===== src/rtl/diff_apply.sv =====
// Multi-cycle "apply diff" helper: b = a ^ mask, where mask is one-hot at idx
// (or zero when idx >= WIDTH). The mask is built by a serial shift counter.
module diff_apply #(
   parameter int WIDTH = 32,
   parameter int IDXW  = 6
) (
   input  logic             clk,
   input  logic             rst,
   input  logic             start,
   input  logic [WIDTH-1:0] a,
   input  logic [IDXW-1:0]  idx,
   output logic             busy,
   output logic             done,
   output logic [WIDTH-1:0] b,
   output logic [WIDTH-1:0] mask,
   output logic             err
);

   localparam logic [1:0] S_IDLE  = 2'd0;
   localparam logic [1:0] S_SHIFT = 2'd1;
   localparam logic [1:0] S_DONE  = 2'd2;

   localparam logic [IDXW-1:0] WIDTH_IDX = IDXW'(WIDTH);

   logic [1:0]       state;
   logic [WIDTH-1:0] a_r;
   logic [IDXW-1:0]  idx_r;
   logic [IDXW-1:0]  cnt;
   logic [WIDTH-1:0] sreg;

   // NOTE: all state uses non-blocking assignments so every register samples
   // pre-edge values, independent of statement order inside the block.
   always_ff @(posedge clk) begin
      if (rst) begin
         state <= S_IDLE;
         a_r   <= '0;
         idx_r <= '0;
         cnt   <= '0;
         sreg  <= '0;
         busy  <= 1'b0;
         done  <= 1'b0;
         b     <= '0;
         mask  <= '0;
         err   <= 1'b0;
      end else begin
         done <= 1'b0;
         case (state)
            S_IDLE: begin
               if (start) begin
                  a_r   <= a;
                  idx_r <= idx;
                  busy  <= 1'b1;
                  if (idx < WIDTH_IDX) begin
                     state <= S_SHIFT;
                     cnt   <= '0;
                     sreg  <= WIDTH'(1);
                     err   <= 1'b0;
                  end else begin
                     // idx == WIDTH means "operands equal": no bit to flip
                     state <= S_DONE;
                     done  <= 1'b1;
                     mask  <= '0;
                     b     <= a;
                     err   <= (idx > WIDTH_IDX);
                  end
               end
            end
            S_SHIFT: begin
               // Compare before shifting so sreg never walks off the top
               if (cnt == idx_r) begin
                  state <= S_DONE;
                  done  <= 1'b1;
                  mask  <= sreg;
                  b     <= a_r ^ sreg;
               end else begin
                  sreg <= sreg << 1;
                  cnt  <= cnt + IDXW'(1);
               end
            end
            S_DONE: begin
               state <= S_IDLE;
               busy  <= 1'b0;
            end
            default: begin
               state <= S_IDLE;
               busy  <= 1'b0;
            end
         endcase
      end
   end

endmodule


===== config.mk =====
export PLATFORM = sky130hd
export DESIGN_NAME = diff_apply
export DESIGN_NICKNAME = d
export VERILOG_FILES = /design/src/rtl/diff_apply.sv
export SDC_FILE = /design/constraint.sdc
export NUM_CORES = 1
export LEC_CHECK = 0
export ABC_AREA = 1
export CAP_MARGIN = 40
export CORE_MARGIN = 2
export CORE_UTILIZATION = 48
export CTS_CLUSTER_DIAMETER = 150
export DETAILED_ROUTE_END_ITERATION = 6
export GPL_TIMING_DRIVEN = 0
export HOLD_SLACK_MARGIN = 0.1
export PLACE_DENSITY = 0.77
export SYNTH_ARGS = -nofsm -noshare
export SYNTH_HDL_FRONTEND = slang
export SYNTH_SLANG_ARGS = --single-unit

===== constraint.sdc =====
create_clock -name clk -period 1.5 [get_ports clk]
set_clock_uncertainty 0.15 [all_clocks]
set_input_delay 0.225 -clock clk [delete_from_list [all_inputs] [get_ports clk]]
set_output_delay 0.225 -clock clk [all_outputs]
set_load 0.05 [all_outputs]

==> implementation parameters, run 1 <==
Parameter                              Value

Run status
  Outcome ... finished with violations
  Violations in the final reports ... negative setup slack

Route
  DRC viols ... 0
  Total iterations of the first detailed-routing run ... 6
  Average detailed-routed wire length per instance ... 19.1 um
  Ratio of routed vias to standard cells ... 5.65
  Wire length after detailed routing ... roughly 22 mm
  Routed via count ... ~6600
  Number of design-rule violations left by the first detailed-router iteration ... between 600 and 700
  Antenna Violating Nets Remaining ... 0

Clock tree
  Max Buffers Root-to-Sink ... 2
  H-tree lvl count ... 4
  Root Driver ... sky130_fd_sc_hd__clkbuf_16
  Total CTS buffers ... 17
  TritonCTS clock tree ... built
  Reg clk slew, reported paths ... 0.06 ns
  Cts hold-fix bufs ... 0
  Clock insertion delay at the later pin of the skew report ... 0.44 ns
  Clock net sink count ... 145

Setup path
  Type of element capturing the critical path ... flip-flop
  WP data required ... 1.71 ns
  Arr. time, crit path ... 2.01 ns
  Reg-to-reg slack, setup ... -0.30 ns
  Largest fanout of any net on the critical path ... 5
  Worst Setup Path Type ... reg2reg
  Critical Path Start Type ... flip-flop

GRT
  Overflow after GRT ... 0
  Pin count of the biggest net entering global routing ... 17
  Overall track demand over capacity in global routing ... ~29%
  Number of global-route vias before repair ... 6099
  Global-route wire length before repair ... between 30 and 40 mm
  Initial antenna violation count ... 0

Final layout
  Number of diodes added for antenna fixing ... 0
  Final net count ... 1019
  Fraction of layout cells with a size suffix above 1 ... 32.9%
  Layout overhead on the synthesized area ... 46.0%
  Leading cell type in the layout, fill and taps excluded ... sky130_fd_sc_hd__dfxtp_1
  Commonest cells after routing, fill and taps aside ... sky130_fd_sc_hd__dfxtp_1 (134), sky130_fd_sc_hd__nor2_1 (109), sky130_fd_sc_hd__nand2_1 (108)
  Post-Route Utilization ... 71.6%
  Number of fill cells in the layout ... 923
  Post-Layout Cell Count ... about 1200

Placement
  Number of port buffers ... 106
  Placed wire-length estimate ... 12.6 mm
  Number of placed instances with taps included ... 1092
  Placement-stage worst setup slack ... -0.683 ns
  Gpl congestion ... 0.927

Yosys
  Mapped Cells ... between 800 and 900
  Synthesized netlist net count ... 856
  Number of warnings issued by yosys ... 0
  Synthesized area per cell ... 7.60 um2
  Share of synthesized flip-flops with an asynchronous set or reset ... 0%
  Sequential fraction of the synthesis area ... 46.9%
  Cell area after synthesis ... 0.00619 mm2
  Count of flip-flops with a built-in enable after synthesis ... 0
  Synth Register Bits ... 145
  Prevailing post-synth register cell ... sky130_fd_sc_hd__dfxtp_1
  Netlist cell types ... 31

Timing
  Final period demand of the worst path ... 1.80 ns
  Post-route clock period utilization ... 120%
  RSZ-0062 raised after global routing ... yes
  Transition at the pin with the smallest max-transition slack ... 0.783 ns
  Final Hold Viols ... 0
  Final WS setup ... -0.299 ns
  Maximum achievable frequency ... between 0.5 and 0.6 GHz
  Remaining max-slew budget at the tightest pin ... 47.8%
  Final-report max-slew violation count ... 0
  Total negative setup slack ... -23.67 ns
  Total setup violations reported at the end of the flow ... 106

Floorplanning
  Die outline height ... 118 um
  Io pins ... 108
  Initial Util ... 49.0%
  Die width ... 118 um
  Die area ... 0.0138 mm2
  Core Rows ... 41
  Core area ... 0.0126 mm2

Power and ir drop
  Sum of internal, switching and leakage power ... 11.2 mW
  Total power divided by cell area ... 1240 mW/mm2
  Static leakage ... 3.85 nW
  VDD IR-drop max ... 0.000846 V

Run
  Max-cap violations ... 0

Worst hold path
  Worst min-delay path category ... in2reg
-- where the power goes --
group          total [mW]  switching [mW]  internal [mW]  leakage (nW)
Combinational        2.23            1.39          0.839          2.34
Clock                4.81            1.72           3.09         0.319
Sequential           4.21           0.140           4.07          1.19
-- path summary, 6_finish.rpt --
kind,from,endpoint,depth (start not counted)
setup reg to reg,idx_r[5],sreg[11],10
hold reg to reg,a_r[10],a_r[10],2
hold / removal,rst,busy,2
setup / recovery,idx_r[5],sreg[11],10
-- cell usage after synthesis, types with 6 or more instances --
cell                       count  area (um2)
sky130_fd_sc_hd__nand2_1     147         552
sky130_fd_sc_hd__dfxtp_1     145        2900
sky130_fd_sc_hd__nor2_1      113         424
sky130_fd_sc_hd__a21oi_1      92         460
sky130_fd_sc_hd__nand3_1      92         460
sky130_fd_sc_hd__o21ai_0      55         275
sky130_fd_sc_hd__inv_1        33         124
sky130_fd_sc_hd__clkbuf_1     26        97.6
sky130_fd_sc_hd__xor2_1       20         175
sky130_fd_sc_hd__buf_2        17        85.1
sky130_fd_sc_hd__mux2i_1      15         150
sky130_fd_sc_hd__xnor2_1      13         114
sky130_fd_sc_hd__nand3_2      10         100
sky130_fd_sc_hd__buf_1         6        22.5
sky130_fd_sc_hd__buf_4         6        45.0
sky130_fd_sc_hd__inv_2         6        22.5
-- per-layer routing --
metal / part of all wire, % / global-route usage, % / up-vias / wire [um]
met3: 8.7 / 6.59 / 112 / 1940
met1: 39 / 36.3 / 3074 / 8620
met4: 5.0 / 14.1 / 0 / 1110
met2: 47 / 46.5 / 378 / 10500
li1: - / - / 3000 / -
met5: 0 / 0 / - / 0
-- state kept, by name, summed over array words and instances (netlist names) --
name and flops:
a_r 32, b 32, mask 32, sreg 32, cnt 6, idx_r 6
state 2, busy 1, done 1, err 1
-- per-stage QoR --
step / instance area (um2) / hold slack [ns]
3_3_place_gp: 7470 / 0.295
3_5_place_dp: 7470 / 0.301
2_1_floorplan: 6200 / 0.223
4_1_cts: 8530 / 0.159
6_report: 9030 / 0.183
5_1_grt: 9030 / 0.205
-- worst max-delay path, stage by stage, from the launching register on --
cell                      delay, ns
sky130_fd_sc_hd__dfxtp_2       0.35
sky130_fd_sc_hd__inv_1         0.09
sky130_fd_sc_hd__nand2_1       0.09
sky130_fd_sc_hd__nand2_2       0.07
sky130_fd_sc_hd__nor2_4        0.13
sky130_fd_sc_hd__nand3_4       0.14
sky130_fd_sc_hd__nand2_8       0.13
sky130_fd_sc_hd__buf_8         0.14
sky130_fd_sc_hd__buf_8         0.16
sky130_fd_sc_hd__nand3_4       0.10
sky130_fd_sc_hd__a21oi_2       0.17
-- cell families after synthesis --
logic type / after synthesis / synth area share, %
and+or+nand+nor: 374 / 26.6
AOI/OAI and AO/OA: 150 / 12.3
DFF: 145 / 46.9
buffers and inverters: 96 / 6.92
xor gates and xnor gates: 33 / 4.67
muxes: 15 / 2.43
adders and majority gates: 1 / 0.202
-- timing repair --
| item | in CTS | in global routing |
|---|---|---|
| pin swaps | 29 | 35 |
| gates resized for setup | 457 | 144 |
| gates cloned | 8 | 4 |
| setup endpoints to repair | 212 | 145 |
| setup buffers | 24 | 4 |
-- layout make-up --
type | count | area (um2) | area share (%)
Multi-Input combinational cell | 573 | 3360 | 37.2
Sequential cell | 145 | 2930 | 32.4
Timing Repair Buffer | 144 | 1230 | 13.6
Clock buffer | 20 | 467 | 5.17
Buffer | 57 | 459 | 5.08
Tap cell | 172 | 215 | 2.38
Clock inverter | 12 | 204 | 2.26
Inverter | 39 | 166 | 1.84
Power figures use the tool's default switching activity.
==> inputs of run 2 (changes only) <==
- SETUP_SLACK_MARGIN: default -> 0.4
==> implementation parameters, run 2 (synthesized netlist as in run 1, its figures left out) <==
Parameter                              Value

Setup path
  Type of element capturing the critical path ... flip-flop
  Largest fanout of any net on the critical path ... 6
  Depth of the worst register-to-register path ... 12
  Arr. time, crit path ... about 1.9 ns
  Worst Setup Path Type ... reg2reg
  WP data required ... about 1.7 ns
  Critical Path Start Type ... flip-flop

GRT
  Overflow after GRT ... 0
  Number of global-route vias before repair ... between 6000 and 7000
  Initial antenna violation count ... 0
  Pin count of the biggest net entering global routing ... 17
  Global-route wire length before repair ... 30.9 mm
  Overall track demand over capacity in global routing ... approximately 28%

Timing
  Total negative setup slack ... -19.38 ns
  Final WS setup ... -0.236 ns
  Transition at the pin with the smallest max-transition slack ... 0.789 ns
  Maximum achievable frequency ... 0.576 GHz
  Final-report max-slew violation count ... 0
  Final Hold Viols ... 0
  Total setup violations reported at the end of the flow ... 105
  Final period demand of the worst path ... 1.74 ns
  Post-route clock period utilization ... 116%
  Remaining max-slew budget at the tightest pin ... between 40% and 50%
  RSZ-0062 raised after global routing ... yes

Final layout
  Number of diodes added for antenna fixing ... 0
  Commonest cells after routing, fill and taps aside ... sky130_fd_sc_hd__nor2_1 (108), sky130_fd_sc_hd__nand3_1 (91), sky130_fd_sc_hd__nand2_1 (87)
  Layout overhead on the synthesized area ... 55.9%
  Leading cell type in the layout, fill and taps excluded ... sky130_fd_sc_hd__nor2_1
  Fraction of layout cells with a size suffix above 1 ... 41.3%
  Final net count ... 1017
  Post-Route Utilization ... 76.4%
  Cell area after layout ... 0.00965 mm2

Floorplanning
  Core area ... 0.0126 mm2
  Initial Util ... 49.0%
  Die area ... between 0.01 and 0.015 mm2
  Die width ... 118 um
  Io pins ... 108
  Core Rows ... 41
  Die outline height ... 118 um

Worst hold path
  Worst hold stages ... 3
  Worst min-delay path category ... in2reg

Route
  Routed via count ... roughly 6300
  Total iterations of the first detailed-routing run ... 5
  Ratio of routed vias to standard cells ... 5.47
  Average detailed-routed wire length per instance ... between 15 and 20 um
  Number of design-rule violations left by the first detailed-router iteration ... 545
  DRC viols ... 0
  Antenna Violating Nets Remaining ... 0
  Wire length after detailed routing ... 20.8 mm

Run status
  Violations in the final reports ... negative setup slack
  Outcome ... finished with violations

Clock tree
  Clock net sink count ... 145
  H-tree lvl count ... 4
  Total CTS buffers ... 17
  Root Driver ... sky130_fd_sc_hd__clkbuf_16
  Clock insertion delay at the later pin of the skew report ... ~0.43 ns
  TritonCTS clock tree ... built
  Reg clk slew, reported paths ... around 0.06 ns
  Max Buffers Root-to-Sink ... 2

Power and ir drop
  Sum of internal, switching and leakage power ... 10.6 mW
  Static leakage ... 4.15 nW
  VDD IR-drop max ... 0.000764 V
  Total power divided by cell area ... 1100 mW/mm2

Placement
  Placed wire-length estimate ... 12.5 mm
  Number of port buffers ... ~110
  Total cell area at the placement stage ... approximately 0.0076 mm2
  Gpl congestion ... 0.895

Run
  Max-cap violations ... 0
run 2: changes by cell type in the layout (fill, tap and decap cells not counted), moves of 10 or more:
cell	previous run	this run
sky130_fd_sc_hd__buf_2	72	7
sky130_fd_sc_hd__buf_8	14	76
sky130_fd_sc_hd__dfxtp_1	134	66
sky130_fd_sc_hd__dfxtp_2	6	74
sky130_fd_sc_hd__nand2_1	108	87
sky130_fd_sc_hd__nand2_2	30	41
sky130_fd_sc_hd__nand2_4	9	19
sky130_fd_sc_hd__nand3_1	74	91
sky130_fd_sc_hd__o21ai_0	44	23
sky130_fd_sc_hd__o21ai_2	0	12
run 2: metal layers:
metal  routed length, um  share of wire, %  vias to the layer above  track usage [%]
met5                   0                 0                        -                0
met4                 626               3.0                        0             10.5
met3                1740               8.4                       61             7.46
met2               10300                50                      312             45.9
met1                8090                39                     2957             35.8
li1                    -                 -                     2995                -
run 2: timing repair:
| item | 4_1_cts | 5_1_grt |
|---|---|---|
| pin swaps | 37 | 21 |
| cloned | 5 | 6 |
| setup buffers | 15 | 9 |
| endpoints found under the setup margin | 212 | 212 |
| hold endpoints to repair | 0 | 2 |
| hold buffers | 0 | 1 |
| resized for setup | 699 | 147 |
run 2: power breakdown:
part	total, mW	leakage (nW)	switching, mW	internal, mW
logic	2.27	2.66	1.31	0.954
clock network	4.09	0.275	1.55	2.54
registers	4.27	1.22	0.178	4.09
total	10.6	4.15	3.04	7.58
run 2: worst paths after layout:
kind	from	slack, ns	to
max	idx_r[5]	-0.24	cnt[0]
min reg2reg	a_r[19]	0.31	a_r[19]
max reg2reg	idx_r[5]	-0.24	cnt[0]
min	a[28]	0.26	a_r[28]
run 2: area by class of cell:
class | count | area [um2]
multi-input combinational | 573 | 3370
sequential | 145 | 3010
fill | 858 | 2970
timing repair buffer | 142 | 1850
buffer | 57 | 479
clock buffer | 23 | 478
tap | 172 | 215
inverter | 39 | 164
clock inverter | 6 | 82.6
run 2: critical path, cell delays in order, from the launching register on:
cell	delay, ns
sky130_fd_sc_hd__dfxtp_2	0.35
sky130_fd_sc_hd__inv_1	0.09
sky130_fd_sc_hd__nand2_2	0.07
sky130_fd_sc_hd__nand2_2	0.07
sky130_fd_sc_hd__nor2_4	0.15
sky130_fd_sc_hd__nand3_4	0.14
sky130_fd_sc_hd__nand2_8	0.11
sky130_fd_sc_hd__buf_8	0.14
sky130_fd_sc_hd__buf_12	0.13
sky130_fd_sc_hd__buf_6	0.09
sky130_fd_sc_hd__nand2_2	0.04
sky130_fd_sc_hd__nand2_1	0.06
sky130_fd_sc_hd__a21oi_1	0.04
run 2: per-stage QoR:
stage	instances	worst slack [ns]	hold slack, ns
2_1_floorplan	814	0.0231	0.220
3_3_place_gp	1092	-0.563	0.294
3_5_place_dp	1092	-0.562	0.298
4_1_cts	1141	-0.184	0.174
5_1_grt	1157	-0.325	0.271
6_report	1157	-0.236	0.262
==> inputs of run 3 (changes only) <==
- CTS_CLUSTER_DIAMETER: 150 -> 40
==> results of run 3 <==
Final layout, timing and power as in run 2 (identical DEF).
==> variant (settings of run 1) <==
`WIDTH`: 32 -> 36.
--- a/src/rtl/diff_apply.sv
+++ b/src/rtl/diff_apply.sv
@@ -3,3 +3,3 @@
 module diff_apply #(
-   parameter int WIDTH = 32,
+   parameter int WIDTH = 36,
    parameter int IDXW  = 6
Ports: changed (resized a, b and mask); port bits go from 108 to 120. No check against the original RTL was run, so the function may have changed too.
==> variant against run 1 <==
  * The run still ends with negative setup slack left
  * Utilization up 1.9 points
  * Routed wire length up 16%
  * Power up 11%
  * Design area up 13%
  * Area after synthesis up 11%
  * Setup slack better by 8.1 ps
  * Die area up 11%
  * Synthesized cell count up 15%
  * Global-route usage down 0.52 points
  * Sequential cell count up 16
  * Sequential share of layout area down 0.68 points
==> variant: results (changes against run 1) <==
stage,metric,value,unit,change
floorplanning,die area,15300,um^2,"was 13,800 um^2"
layout,Non-clk bufs,227,,was 201
layout,# clk buffers,17,,was 20
yosys,Post-synth ARST share,0,%,unchanged
place,GP Congestion,0.895,,was 0.927
route,DR WL met3,2570,um,was 1940 um
sta,Final Setup Violations,158,,was 106
grt,first-pass GRT wire length,32900,um,"was 31,500 um"
place,pre-CTS setup slack,-753,ps,was -683 ps
sta,Tightest Pin Transition,812,ps,was 783 ps
run_status,violated checks,negative setup slack,,unchanged
layout,NonClk Buf Share,20.7,%,was 18.7%
power,Seq pwr share,38.2,%,was 37.4%
yosys,Post-synth top cells,"nand2_1 (175), dfxtp_1 (161), nor2_1 (135)",,"was nand2_1 (147), dfxtp_1 (145), nor2_1 (113)"
grt,M2 GR Usage,43.0,%,was 46.5%
yosys,mux cell area share after synthesis,1.89,%,was 2.43%
yosys,sequential fraction of the synthesis area,46.8,%,was 46.9%
route,router iterations before antenna repair,5,,was 6
yosys,Synth cell types,30,,was 31
sta,Fin Setup TNS,-27380,ps,"was -23,670 ps"
place,DP Wirelength,14200,um,"was 12,600 um"
worst_setup_path,CP max stage cell,dfxtp_2,,unchanged
worst_setup_path,Crit path arrival time,1970,ps,was 2010 ps
layout,Nets,1161,,"was 1,019"
sta,setup ws final,-291,ps,was -299 ps
yosys,syn nets,980,,was 856
power,Pwr Total,12.4,mW,was 11.2 mW
layout,Sequential Area,3250,um^2,was 2930 um^2
yosys,Synth Area in XOR/XNOR,4.33,%,was 4.67%
layout,FILL cells,930,,was 923
yosys,synthesized area per cell,7.37,um^2,was 7.60 um^2
place,placed cell areas,8320,um^2,was 7470 um^2
route,1st-iter DRT viols,815,,was 657
route,wl on met1,9900,um,was 8620 um
worst_setup_path,crit path max fanout,7,,was 5
yosys,Synth area leaders,"dfxtp_1 (47%), nand2_1 (9.5%), nand3_1 (8.1%)",,"was dfxtp_1 (47%), nand2_1 (8.9%), a21oi_1 (7.4%)"
route,met2 WL,11800,um,"was 10,500 um"
power,Pleak,4.35,nW,was 3.85 nW
layout,layout cells sized above 1,33.6,%,was 32.9%
grt,Total Routing Usage GR,28.2,%,was 28.8%
yosys,synth warn,0,,unchanged
cts,Clock H-tree levels,4,,unchanged
route,Routed WL,25600,um,"was 22,100 um"
place,IO Port Bufs,118,,was 106
layout,multi-input gates,656,,was 573
layout,multi-input combinational area share,37.3,%,was 37.2%
route,DR vias,7567,,"was 6,564"
run_status,outcome,"complete, but fails checks",,unchanged
route,DR WL/cell,19.6,um,was 19.1 um
grt,vias in the first global route,6314,,"was 6,099"
grt,met1 usage,39.3,%,was 36.3%
power,Peak supply drop,844,uV,was 846 uV
grt,met3 Usage GRT,5.36,%,was 6.59%
yosys,Synth Area in Compound Gates,12.5,%,was 12.3%
layout,Multi-input gate area,3820,um^2,was 3360 um^2
==> variant: changes by cell type after synthesis, moves of 9 or more <==
cell     before  now
dfxtp_1     145  161
inv_1        33   45
nand2_1     147  175
nand3_1      92  112
nand3_2      10    1
nor2_1      113  135
o21ai_0      55   67
==> variant: worst paths after layout <==
check             depth (start not counted)  slack (ps)       end      from
hold reg to reg                           1         300      busy  state[1]
setup / recovery                         11        -290     b[11]  idx_r[0]
setup reg to reg                         11        -290     b[11]  idx_r[0]
hold / removal                            3         200  idx_r[1]    idx[1]
==> variant: repair_timing <==
action | 4_1_cts | 5_1_grt
endpoints found under the setup margin | 235 | 164
resized for setup | 497 | 233
pin swaps | 21 | 35
endpoints found under the hold margin | 0 | 0
buffers inserted | 20 | 7
cloned | 2 | 15
==> variant: critical path: cells and delay by family, from the launching register on <==
kind / cells / cell delay, ps
and+or+nand+nor: 8 / 780
buffers and inverters: 3 / 410
DFF: 1 / 350
